==> src/rtl/sll_seq.sv <==
// ----------------------------------------------------------------------------
// sll_seq -- sequential shift-left-logical unit for the 16-bit CPU datapath.
//
// It shifts the captured operand left by one bit per clock. This serves the
// ALU shift path, so the design needs no full barrel shifter. The control
// unit pulses `start` and waits for the one-cycle `done` pulse before it
// writes the result back.
//
// Ports:
//   clk    in   1      system clock, rising edge
//   rst_n  in   1      asynchronous active-low reset
//   start  in   1      request pulse, accepted only in IDLE or DONE
//   hyrja  in   WIDTH  operand, captured on the accepted start edge
//   shamt  in   SHW    shift amount (0..31), captured on the accepted start
//   dalja  out  WIDTH  result register, valid while done=1, held until the
//                      next accepted start
//   carry  out  1      last bit shifted out of the MSB (0 if no shift)
//   zero   out  1      final result is zero; updated on entry to DONE
//   busy   out  1      high in SHIFT only
//   done   out  1      one-cycle pulse; dalja/carry/zero are valid then
// ----------------------------------------------------------------------------
module sll_seq #(
   parameter int WIDTH = 16,
   parameter int SHW   = 5
) (
   input  logic             clk,
   input  logic             rst_n,
   input  logic             start,
   input  logic [WIDTH-1:0] hyrja,
   input  logic [SHW-1:0]   shamt,
   output logic [WIDTH-1:0] dalja,
   output logic             carry,
   output logic             zero,
   output logic             busy,
   output logic             done
);

   typedef enum logic [1:0] {
      IDLE  = 2'd0,
      SHIFT = 2'd1,
      DONE  = 2'd2
   } state_t;

   // A shift amount at or below this limit iterates. Anything larger leaves
   // no operand bits behind, so it takes the fast path to DONE.
   localparam logic [SHW-1:0] MAX_ITER = SHW'(WIDTH);
   localparam logic [SHW-1:0] CNT_ONE  = SHW'(1);

   state_t           state_q, state_d;
   logic [SHW-1:0]   cnt_q,   cnt_d;
   logic [WIDTH-1:0] dalja_q, dalja_d;
   logic             carry_q, carry_d;
   logic             zero_q,  zero_d;

   logic [WIDTH-1:0] shifted;
   logic             accept;

   assign shifted = {dalja_q[WIDTH-2:0], 1'b0};

   // A new request is taken only when the unit is not in the middle of a
   // shift. DONE is included so that back-to-back issue is possible.
   assign accept = start && ((state_q == IDLE) || (state_q == DONE));

   // ------------------------------------------------------------------------
   // Next-state and datapath logic
   // ------------------------------------------------------------------------
   always_comb begin
      state_d = state_q;
      cnt_d   = cnt_q;
      dalja_d = dalja_q;
      carry_d = carry_q;
      zero_d  = zero_q;

      unique case (state_q)
         IDLE, DONE: begin
            if (accept) begin
               carry_d = 1'b0;
               if (shamt == '0) begin
                  dalja_d = hyrja;
                  zero_d  = (hyrja == '0);
                  state_d = DONE;
               end else if (shamt <= MAX_ITER) begin
                  // zero is left as it is here. It is only refreshed when
                  // the shift finishes.
                  dalja_d = hyrja;
                  cnt_d   = shamt;
                  state_d = SHIFT;
               end else begin
                  dalja_d = '0;
                  zero_d  = 1'b1;
                  state_d = DONE;
               end
            end else if (state_q == DONE) begin
               state_d = IDLE;
            end
         end

         SHIFT: begin
            // start, hyrja and shamt are deliberately ignored here.
            dalja_d = shifted;
            carry_d = dalja_q[WIDTH-1];
            cnt_d   = cnt_q - CNT_ONE;
            if (cnt_q == CNT_ONE) begin
               // zero is taken from the value being written on this edge,
               // not from the stale register.
               zero_d  = (shifted == '0);
               state_d = DONE;
            end
         end

         default: begin
            state_d = IDLE;
         end
      endcase
   end

   // ------------------------------------------------------------------------
   // State registers
   // ------------------------------------------------------------------------
   always_ff @(posedge clk or negedge rst_n) begin
      if (!rst_n) begin
         state_q <= IDLE;
         cnt_q   <= '0;
         dalja_q <= '0;
         carry_q <= 1'b0;
         zero_q  <= 1'b0;
      end else begin
         state_q <= state_d;
         cnt_q   <= cnt_d;
         dalja_q <= dalja_d;
         carry_q <= carry_d;
         zero_q  <= zero_d;
      end
   end

   // ------------------------------------------------------------------------
   // Outputs
   // ------------------------------------------------------------------------
   // busy and done decode distinct states. They can never overlap, and busy
   // drops on the same edge that done rises.
   assign busy  = (state_q == SHIFT);
   assign done  = (state_q == DONE);
   assign dalja = dalja_q;
   assign carry = carry_q;
   assign zero  = zero_q;

endmodule

==> config.mk <==
export PLATFORM = sky130hd
export DESIGN_NAME = sll_seq
export DESIGN_NICKNAME = d
export VERILOG_FILES = /design/src/rtl/sll_seq.sv
export SDC_FILE = /design/constraint.sdc
export NUM_CORES = 1
export LEC_CHECK = 0
export BUFFER_PORTS_ARGS = -buffer_cell sky130_fd_sc_hd__clkbuf_2
export CORE_MARGIN = 1.5
export CORE_UTILIZATION = 48
export DETAILED_ROUTE_END_ITERATION = 7
export HOLD_SLACK_MARGIN = 0.02
export PLACE_DENSITY = 0.75
export SLEW_MARGIN = 20
export SYNTH_ARGS = -nofsm -noshare
export SYNTH_HDL_FRONTEND = slang
export SYNTH_SLANG_ARGS = --single-unit
==> constraint.sdc <==
create_clock -name clk -period 1.9 [get_ports clk]
set_clock_uncertainty 0.1 [all_clocks]
set_input_delay 0.19 -clock clk [delete_from_list [all_inputs] [get_ports clk]]
set_output_delay 0.19 -clock clk [all_outputs]
set_load 0.05 [all_outputs]
# --- Yosys cells after proc, flatten, opt, wreduce, memory -nomap -nowiden ---
# Index checks and enable logic that the tools add are counted.
word_totals:
  ff_bits: 25
  elab_cells: 49
classes:
  n_eq_ne: 9
  magnitude_cmp: 1
  reduce_logical: 12
  n_mux: 21
  addsub: 1
ops:
  columns: ["op", "count"]
  rows:
  - ["16-bit 2-to-1 mux", 3]
  - ["16-bit zero test", 2]
  - ["16-bit case mux with 2 select lines", 1]
  - ["5-bit 2-to-1 mux", 3]
  - ["2-bit 2-to-1 mux", 5]
  - ["5-bit case mux with 2 select lines", 1]
  - ["4-bit AND reduction", 2]
  - ["2-bit != test, second input constant", 3]
  - ["3-bit != test, second input constant", 2]
  - ["5-bit by 1-bit equality test with 1-bit output, second input constant", 1]
  - ["5-bit less-or-equal comparator, second input constant", 1]
  - ["5-bit zero test", 1]
  - ["1-bit 2-to-1 mux", 5]
  - ["5-bit by 1-bit subtractor with 5-bit output, second input constant", 1]
  - ["1-bit case mux with 2 select lines", 2]
  - ["2-bit case mux with 2 select lines", 1]
  - ["2-bit AND reduction", 2]
  - ["2-bit by 1-bit equality test with 1-bit output, second input constant", 1]
  - ["2-bit equality test, second input constant", 1]
  - ["2-bit zero test", 1]
  - ["2-bit by 1-bit != test with 1-bit output, second input constant", 1]
  - ["2-bit nonzero test", 1]
  - ["2-bit OR reduction", 1]
  - ["1-bit logical AND", 1]
  - ["1-bit logical OR", 1]

# --- Depth between registers and ports, before layout ---
# Gate-level depths: netlist of run 1.
logic_depth:
  word_depth: 5
  mapped_depth: 8
  depth_no_buf: 7

# --- Least setup slack after synthesis of run 1 ---
# OpenSTA, ideal clock, no wires.
synth_path:
  path_type: "input-to-reg"
  start: "in shamt[3]"
  end: "reg cnt_q[1]"
  t_arrival_ns: 1.983
  setup_ns: 0.130
  required_ns: 1.670
  stages: 7
  slack_ns: -0.312
  cell_sequence: "or4_1 > ha_1 > or4b_1 > buf_2 > mux2_4 > nand2_1 > o21ai_1"
synth_via:
  elab_chain_cells: 3
  elab_cells_between_ends: 5
synth_rtl:
  columns: ["item", "line", "rtl"]
  rows:
  - ["start: declaration", "30", "input logic [SHW-1:0] shamt,"]
  - ["5-bit less-or-equal comparator or 5-bit zero test (tied branches)", "82, 78", null]
  - ["2-bit != test (no line)", null, null]
  - ["4-bit AND reduction (no line) (*)", null, null]
  - ["end signal: assignment", "129", "cnt_q <= cnt_d;"]
  - ["end: declaration", "50", "logic [SHW-1:0] cnt_q, cnt_d;"]
# Every way passes the cells marked *; elsewhere a longest branch is shown, timed or not.
# A chain may end at the register's enable or synchronous reset.

# --- Final worst setup path of run 1 ---
layout_path:
  start: "in shamt[3]"
  end: "reg cnt_q[4]"
# The elaborated chain is that of the path after synthesis.

==> results.py, run 1 <==
metrics = {
    "global_routing": {
        "grt_max_degree": 26,
        "grt_pass1_wl_um": 5099,
        "antenna_found_initial": 0,
        "grt.total_usage": 0.2393,
        "grt-ovfl-total": 0,
        "grt_pass1_vias": 1116,
    },
    "timing": {
        "finalCritPeriodShare": 0.9790,
        "setup_viol": 0,
        "slew_viol_final": 0,
        "whs_ns": 0.02064,
        "hold_viol_final": 0,
        "worst_slew_pin_slew_ns": 0.6098,
        "finalCriticalPeriod_ns": 1.860,
        "max_freq_mhz": 537.6,
        "rsz0062_at_grt": "no",
        "maxSlewHeadroom": 0.5935,
    },
    "hold_path": {
        "min_path_type": "input pin to register",
    },
    "critical_path": {
        "crit_path_top_delay_cell": "or4_4",
        "startpoint_type": "input pin",
        "cp.arrival_ns": 2.03,
        "path_cells": "clkbuf_2 > or4_4 > ha_2 > or4b_4 > buf_6 > a21oi_1 > o221a_1",
        "required_ns": 2.07,
        "cp_max_fo": 7,
        "path_class": "input pin to register",
        "worstSetupEndpointType": "register",
        "slowest_delay_ns": 0.53,
    },
    "synth": {
        "synth_most_common_cell": "dfrtp_1",
        "ys_ff_latch": 25,
        "yosysUniqueCellTypes": 30,
        "synthTopCellsByCount": "25 x dfrtp_1, 20 x nor2_1, 15 x nand2_1, 9 x a221oi_1, 9 x inv_1",
        "postSynth.asyncResetShare": 1.000,
        "synth_edf_count": 0,
        "synth_top_area_cell": "dfrtp_1",
        "ys_warn_count": 0,
        "synth_fp_nets": 165,
        "yosysTopAreaCellShare": 0.4931,
        "synth_area_leaders": "dfrtp_1 49%, a221oi_1 6.2%, nor2_1 5.9%, nand2_1 4.4%, ha_1 3.9%",
        "yosysSeqAreaShare": 0.4931,
        "synth-main-ff-cell": "dfrtp_1",
        "syn_inst": 137,
        "syn_avg_cell_area_um2": 9.261,
        "synth.cell_area_um2": 1269,
    },
    "cells_and_area": {
        "fin_area_um2": 1628,
        "fillers": 227,
        "instances_no_fill": 218,
        "drive_gt1_frac": 0.3191,
        "n_antenna_cell": 0,
        "syn_to_final_growth_pct": 28.30,
        "post-route-util": 0.6512,
        "fin_nets": 217,
    },
    "place": {
        "hpwl_um": 2528,
        "port_buffers": 43,
        "placed_area_um2": 1563,
        "numPlacedInstances": 211,
        "place.gp.congestion": 0.8074,
    },
    "floorplanning": {
        "core-area_um2": 2500,
        "ios": 44,
        "die_h_um": 54.41,
        "start_util": 0.5075,
        "fp.dieW_um": 54.41,
        "row_count": 18,
        "dieArea_um2": 2960,
    },
    "clock_network": {
        "cts_buffer_depth": 2,
        "clkTransAtPathRegs_ns": 0.14,
        "clk_latency_ns": 0.32,
        "root_buffer": "clkbuf_4",
        "cts_tree": "done",
        "cts_sinks": 25,
        "htree_levels": 1,
        "numCtsBuffers": 3,
    },
    "run_status": {
        "status": "finished, final reports clean",
    },
    "pwr": {
        "p_leak_nw": 0.8161,
        "pwr_density_cell_nw_per_um2": 1882,
        "ir_drop_uv": 1343,
        "total_power_mw": 3.064,
    },
    "detailed_routing": {
        "drc_errors": 0,
        "routed_wl_um": 3274,
        "vias": 1261,
        "drtAntennaViolNets": 0,
        "dr.first_iter.drc_count": 41,
        "first_pass_iters": 4,
        "avgRoutedWirePerCell_um": 15.02,
        "viasPerCell": 5.784,
    },
    "job": {
        "maxCapViolations": 0,
    },
}
## report_power, final
| group | internal [mW] | total (mW) | switching [mW] |
|---|---|---|---|
| logic | 0.533 | 1.79 | 1.26 |
| clock network | 0.0789 | 0.240 | 0.161 |
| registers | 0.779 | 1.03 | 0.252 |
| total | 1.39 | 3.06 | 1.67 |
## kinds of logic (layout without fill, tap and decap cells)
family          Yosys count  in the layout  synth area share
simple gates             57             57            0.2160
fa+ha+maj                 4              4           0.03945
compound gates           33             33            0.1874
flops                    25             25            0.4931
mux                       1              1           0.01183
buf+inv                  17             68           0.05227
## final timing paths
check / from / end / slack [ns] / depth (start not counted)
setup / recovery: shamt[3] / cnt_q[4] / 0.04 / 7
hold / removal: hyrja[5] / dalja[5] / 0.02 / 3
setup reg to reg: state_q[0] / dalja[14] / 0.28 / 5
hold reg to reg: carry / carry / 0.43 / 1
max in group asynchronous: rst_n / dalja[14] / 1.01 / 2
min in group asynchronous: rst_n / dalja[13] / 0.29 / 2
## flip-flops by register name (all words and copies together) (netlist names)
name	count
dalja	16
cnt_q	5
state_q	2
carry	1
zero	1
## critical path: cells and delay by family
| kind | cells | cell delay, ns |
|---|---|---|
| AND/OR/NAND/NOR | 2 | 1.06 |
| AO/OA/AOI/OAI | 2 | 0.33 |
| buffers and inverters | 2 | 0.24 |
| adder cells (fa/ha/maj) | 1 | 0.20 |
## cells in the final DEF, fill, tap and decap left out, drive strengths merged
cell type	instances
ha	4
buf	9
nand2b	2
a22oi	6
or4b	1
or4	2
nand4	2
nor3	2
nor2b	1
a22o	2
o22ai	1
o221ai	1
mux2	1
nor2	20
clkinv	1
nor4b	1
a31oi	1
nand3	3
a221oi	9
dlygate4sd3	3
o21ai	6
clkbuf	46
and4	1
o221a	1
o2bb2ai	1
dfrtp	25
nand2	15
a21oi	5
nor4	6
and2	1
inv	9
## per-layer routing
metal	routed length (um)	track usage
met5	0	0
met4	13	0.03750
met3	170	0.06011
met2	1650	0.3855
met1	1439	0.3316
## what timing repair did
item	4_1_cts	5_1_grt
hold endpoints to repair	27	0
setup endpoints to repair	2	2
hold buffers	3	0
pin swaps	0	1
buffers inserted	0	0
cloned	0	0
resized for setup	1	1
## through the flow
stage | setup slack [ns] | TNS, ns
3_3_place_gp | -0.2907 | -1.378
4_1_cts | 0.02300 | 0
5_1_grt | 0.01676 | 0
3_5_place_dp | -0.3630 | -1.643
2_1_floorplan | -0.2657 | -0.6040
6_report | 0.03996 | 0
## area by class of cell
type / instances / area (um2) / area share
clock inverter: 1 / 5.005 / 0.003075
timing repair buffer: 55 / 316.6 / 0.1945
tap: 30 / 37.54 / 0.02306
clock buffer: 3 / 22.52 / 0.01384
sequential: 25 / 625.6 / 0.3843
multi-input combinational: 95 / 586.8 / 0.3605
inverter: 9 / 33.78 / 0.02075
Power figures use the tool's default switching activity.
==> run 2, diff against run 1 <==
--- a/config.mk
+++ b/config.mk
@@ -6,12 +6,13 @@
 export NUM_CORES = 1
 export LEC_CHECK = 0
 export BUFFER_PORTS_ARGS = -buffer_cell sky130_fd_sc_hd__clkbuf_2
+export CORE_ASPECT_RATIO = 0.9
 export CORE_MARGIN = 1.5
 export CORE_UTILIZATION = 48
 export DETAILED_ROUTE_END_ITERATION = 7
 export HOLD_SLACK_MARGIN = 0.02
 export PLACE_DENSITY = 0.75
-export SLEW_MARGIN = 20
+export SLEW_MARGIN = 5
 export SYNTH_ARGS = -nofsm -noshare
 export SYNTH_HDL_FRONTEND = slang
 export SYNTH_SLANG_ARGS = --single-unit
==> run 2 against run 1 <==
Effect of this change:
- worst setup slack got worse by 0.028 ns
- cell count decreased by 1.4%
- count of clock-buffer cells in the layout grew 1
- clock power shrank 2%
- total power increased by 0.20%
- sequential share of layout area barely moved
- first-iteration DRC count is 98% higher
- critical path type unchanged
- largest power group unchanged
- highest routed layer unchanged
==> results.py, run 2 (synthesis results as in run 1) <==
metrics = {
    "detailed_routing": {
        "dr.first_iter.drc_count": 81,
        "vias": 1289,
        "first_pass_iters": 5,
        "viasPerCell": 5.995,
        "drtAntennaViolNets": 0,
        "avgRoutedWirePerCell_um": 15.13,
        "drc_errors": 0,
        "routed_wl_um": 3252,
    },
    "hold_path": {
        "min_path_type": "input pin to register",
        "hold-path-cell-count": 3,
        "hold-path-endpoint": "dalja[5]",
        "hp-start": "hyrja[5]",
    },
    "timing": {
        "setup_viol": 0,
        "hold_viol_final": 0,
        "finalCritPeriodShare": 0.9936,
        "whs_ns": 0.02239,
        "finalCriticalPeriod_ns": 1.888,
        "worst_slew_pin_slew_ns": 0.6130,
        "maxSlewHeadroom": 0.5913,
        "max_freq_mhz": 529.7,
        "slew_viol_final": 0,
    },
    "pwr": {
        "p_leak_nw": 0.8082,
        "ir_drop_uv": 1471,
        "pwr_density_cell_nw_per_um2": 1885,
    },
    "global_routing": {
        "grt-ovfl-total": 0,
        "grt_pass1_vias": 1124,
        "grt.total_usage": 0.2256,
        "grt_max_degree": 26,
        "antenna_found_initial": 0,
        "grt_pass1_wl_um": 5106,
    },
    "cells_and_area": {
        "post-route-util": 0.6546,
        "syn_to_final_growth_pct": 28.40,
        "drive_gt1_frac": 0.3102,
        "final_cell_mix": "42 x clkbuf_2, 25 x dfrtp_1, 20 x nor2_1",
        "multiInputGateArea_um2": 596.8,
        "largest_reg_flops": 16,
        "n_antenna_cell": 0,
        "register_area_um2": 625.6,
        "fin_area_um2": 1629,
        "final_common_cell": "clkbuf_2",
        "fillers": 212,
        "instances_no_fill": 215,
        "fin_nets": 216,
    },
    "run_status": {
        "status": "finished, final reports clean",
    },
    "critical_path": {
        "worstSetupEndpointType": "register",
        "setup.worst_path.start": "shamt[3]",
        "cp.arrival_ns": 2.05,
        "path_class": "input pin to register",
        "startpoint_type": "input pin",
        "reg2reg_setup_slack_ns": 0.21,
        "worstRegToRegCells": 5,
        "r2r-end": "dalja[7]",
        "cp_max_fo": 6,
        "required_ns": 2.07,
        "regToRegStartpoint": "state_q[0]",
    },
    "clock_network": {
        "cts_tree": "done",
        "root_buffer": "clkbuf_4",
        "post_cts_buffers": 0,
        "cts_sinks": 25,
        "clkTransAtPathRegs_ns": 0.13,
        "clk_latency_ns": 0.32,
        "numCtsBuffers": 3,
        "htree_levels": 1,
        "cts_buffer_depth": 2,
    },
    "place": {
        "numPlacedInstances": 207,
        "placed_area_um2": 1545,
        "place.gp.congestion": 0.8492,
        "hpwl_um": 2332,
        "port_buffers": 43,
    },
    "job": {
        "maxCapViolations": 0,
    },
    "floorplanning": {
        "row_count": 17,
        "start_util": 0.5098,
        "fp.dieW_um": 57.19,
        "die_h_um": 51.78,
        "dieArea_um2": 2961,
        "core-area_um2": 2489,
        "ios": 44,
    },
}
run 2: what timing repair did:
action / 4_1_cts / 5_1_grt
hold buffers: 4 / 0
setup endpoints to repair: 1 / 4
pin swaps: 0 / 1
resized for setup: 1 / 4
hold endpoints to repair: 28 / 0
run 2: metal layers:
metal / vias to the layer above / share of wire / GRT usage
li1: 602 / - / -
met1: 615 / 0.44 / 0.3360
met2: 68 / 0.47 / 0.3276
met3: 4 / 0.087 / 0.05473
met4: 0 / 0.0065 / 0.06202
met5: - / 0 / 0
run 2: report_power, final:
group	total (mW)	internal (mW)	switching (mW)
Combinational	1.80	0.533	1.27
Sequential	1.03	0.779	0.252
Clock	0.235	0.0823	0.153
Total	3.07	1.39	1.68
run 2: how the worst max path moves through the flow:
stage | end | cells after the start
after floorplan | cnt_q[1] | 7
after global placement | cnt_q[4] | 7
after detailed placement | cnt_q[4] | 7
after CTS | cnt_q[4] | 7
after global routing | cnt_q[4] | 7
final | cnt_q[4] | 7
run 2: layout make-up:
| class | count | share of cell area |
|---|---|---|
| flip-flops and latches | 25 | 0.3840 |
| multi-input cells | 95 | 0.3664 |
| repair buffers | 54 | 0.1912 |
| well taps | 28 | 0.02151 |
| inverters | 9 | 0.02074 |
| clock buffers | 4 | 0.01613 |
run 2: per-stage QoR:
step / power, mW / TNS, ns / setup slack, ns
2_1_floorplan: 2.329 / -0.6040 / -0.2657
3_3_place_gp: 2.765 / -1.505 / -0.3220
3_5_place_dp: 2.803 / -1.643 / -0.3466
4_1_cts: 3.053 / 0 / 0.03106
5_1_grt: 3.286 / -0.03556 / -0.03104
6_report: 3.070 / 0 / 0.01214
run 2: worst max-delay path: stages:
cell and delay, ns:
clkbuf_2 0.09, or4_4 0.55, ha_4 0.18, or4b_4 0.54
buf_6 0.15, a21oi_1 0.15, o221a_1 0.20
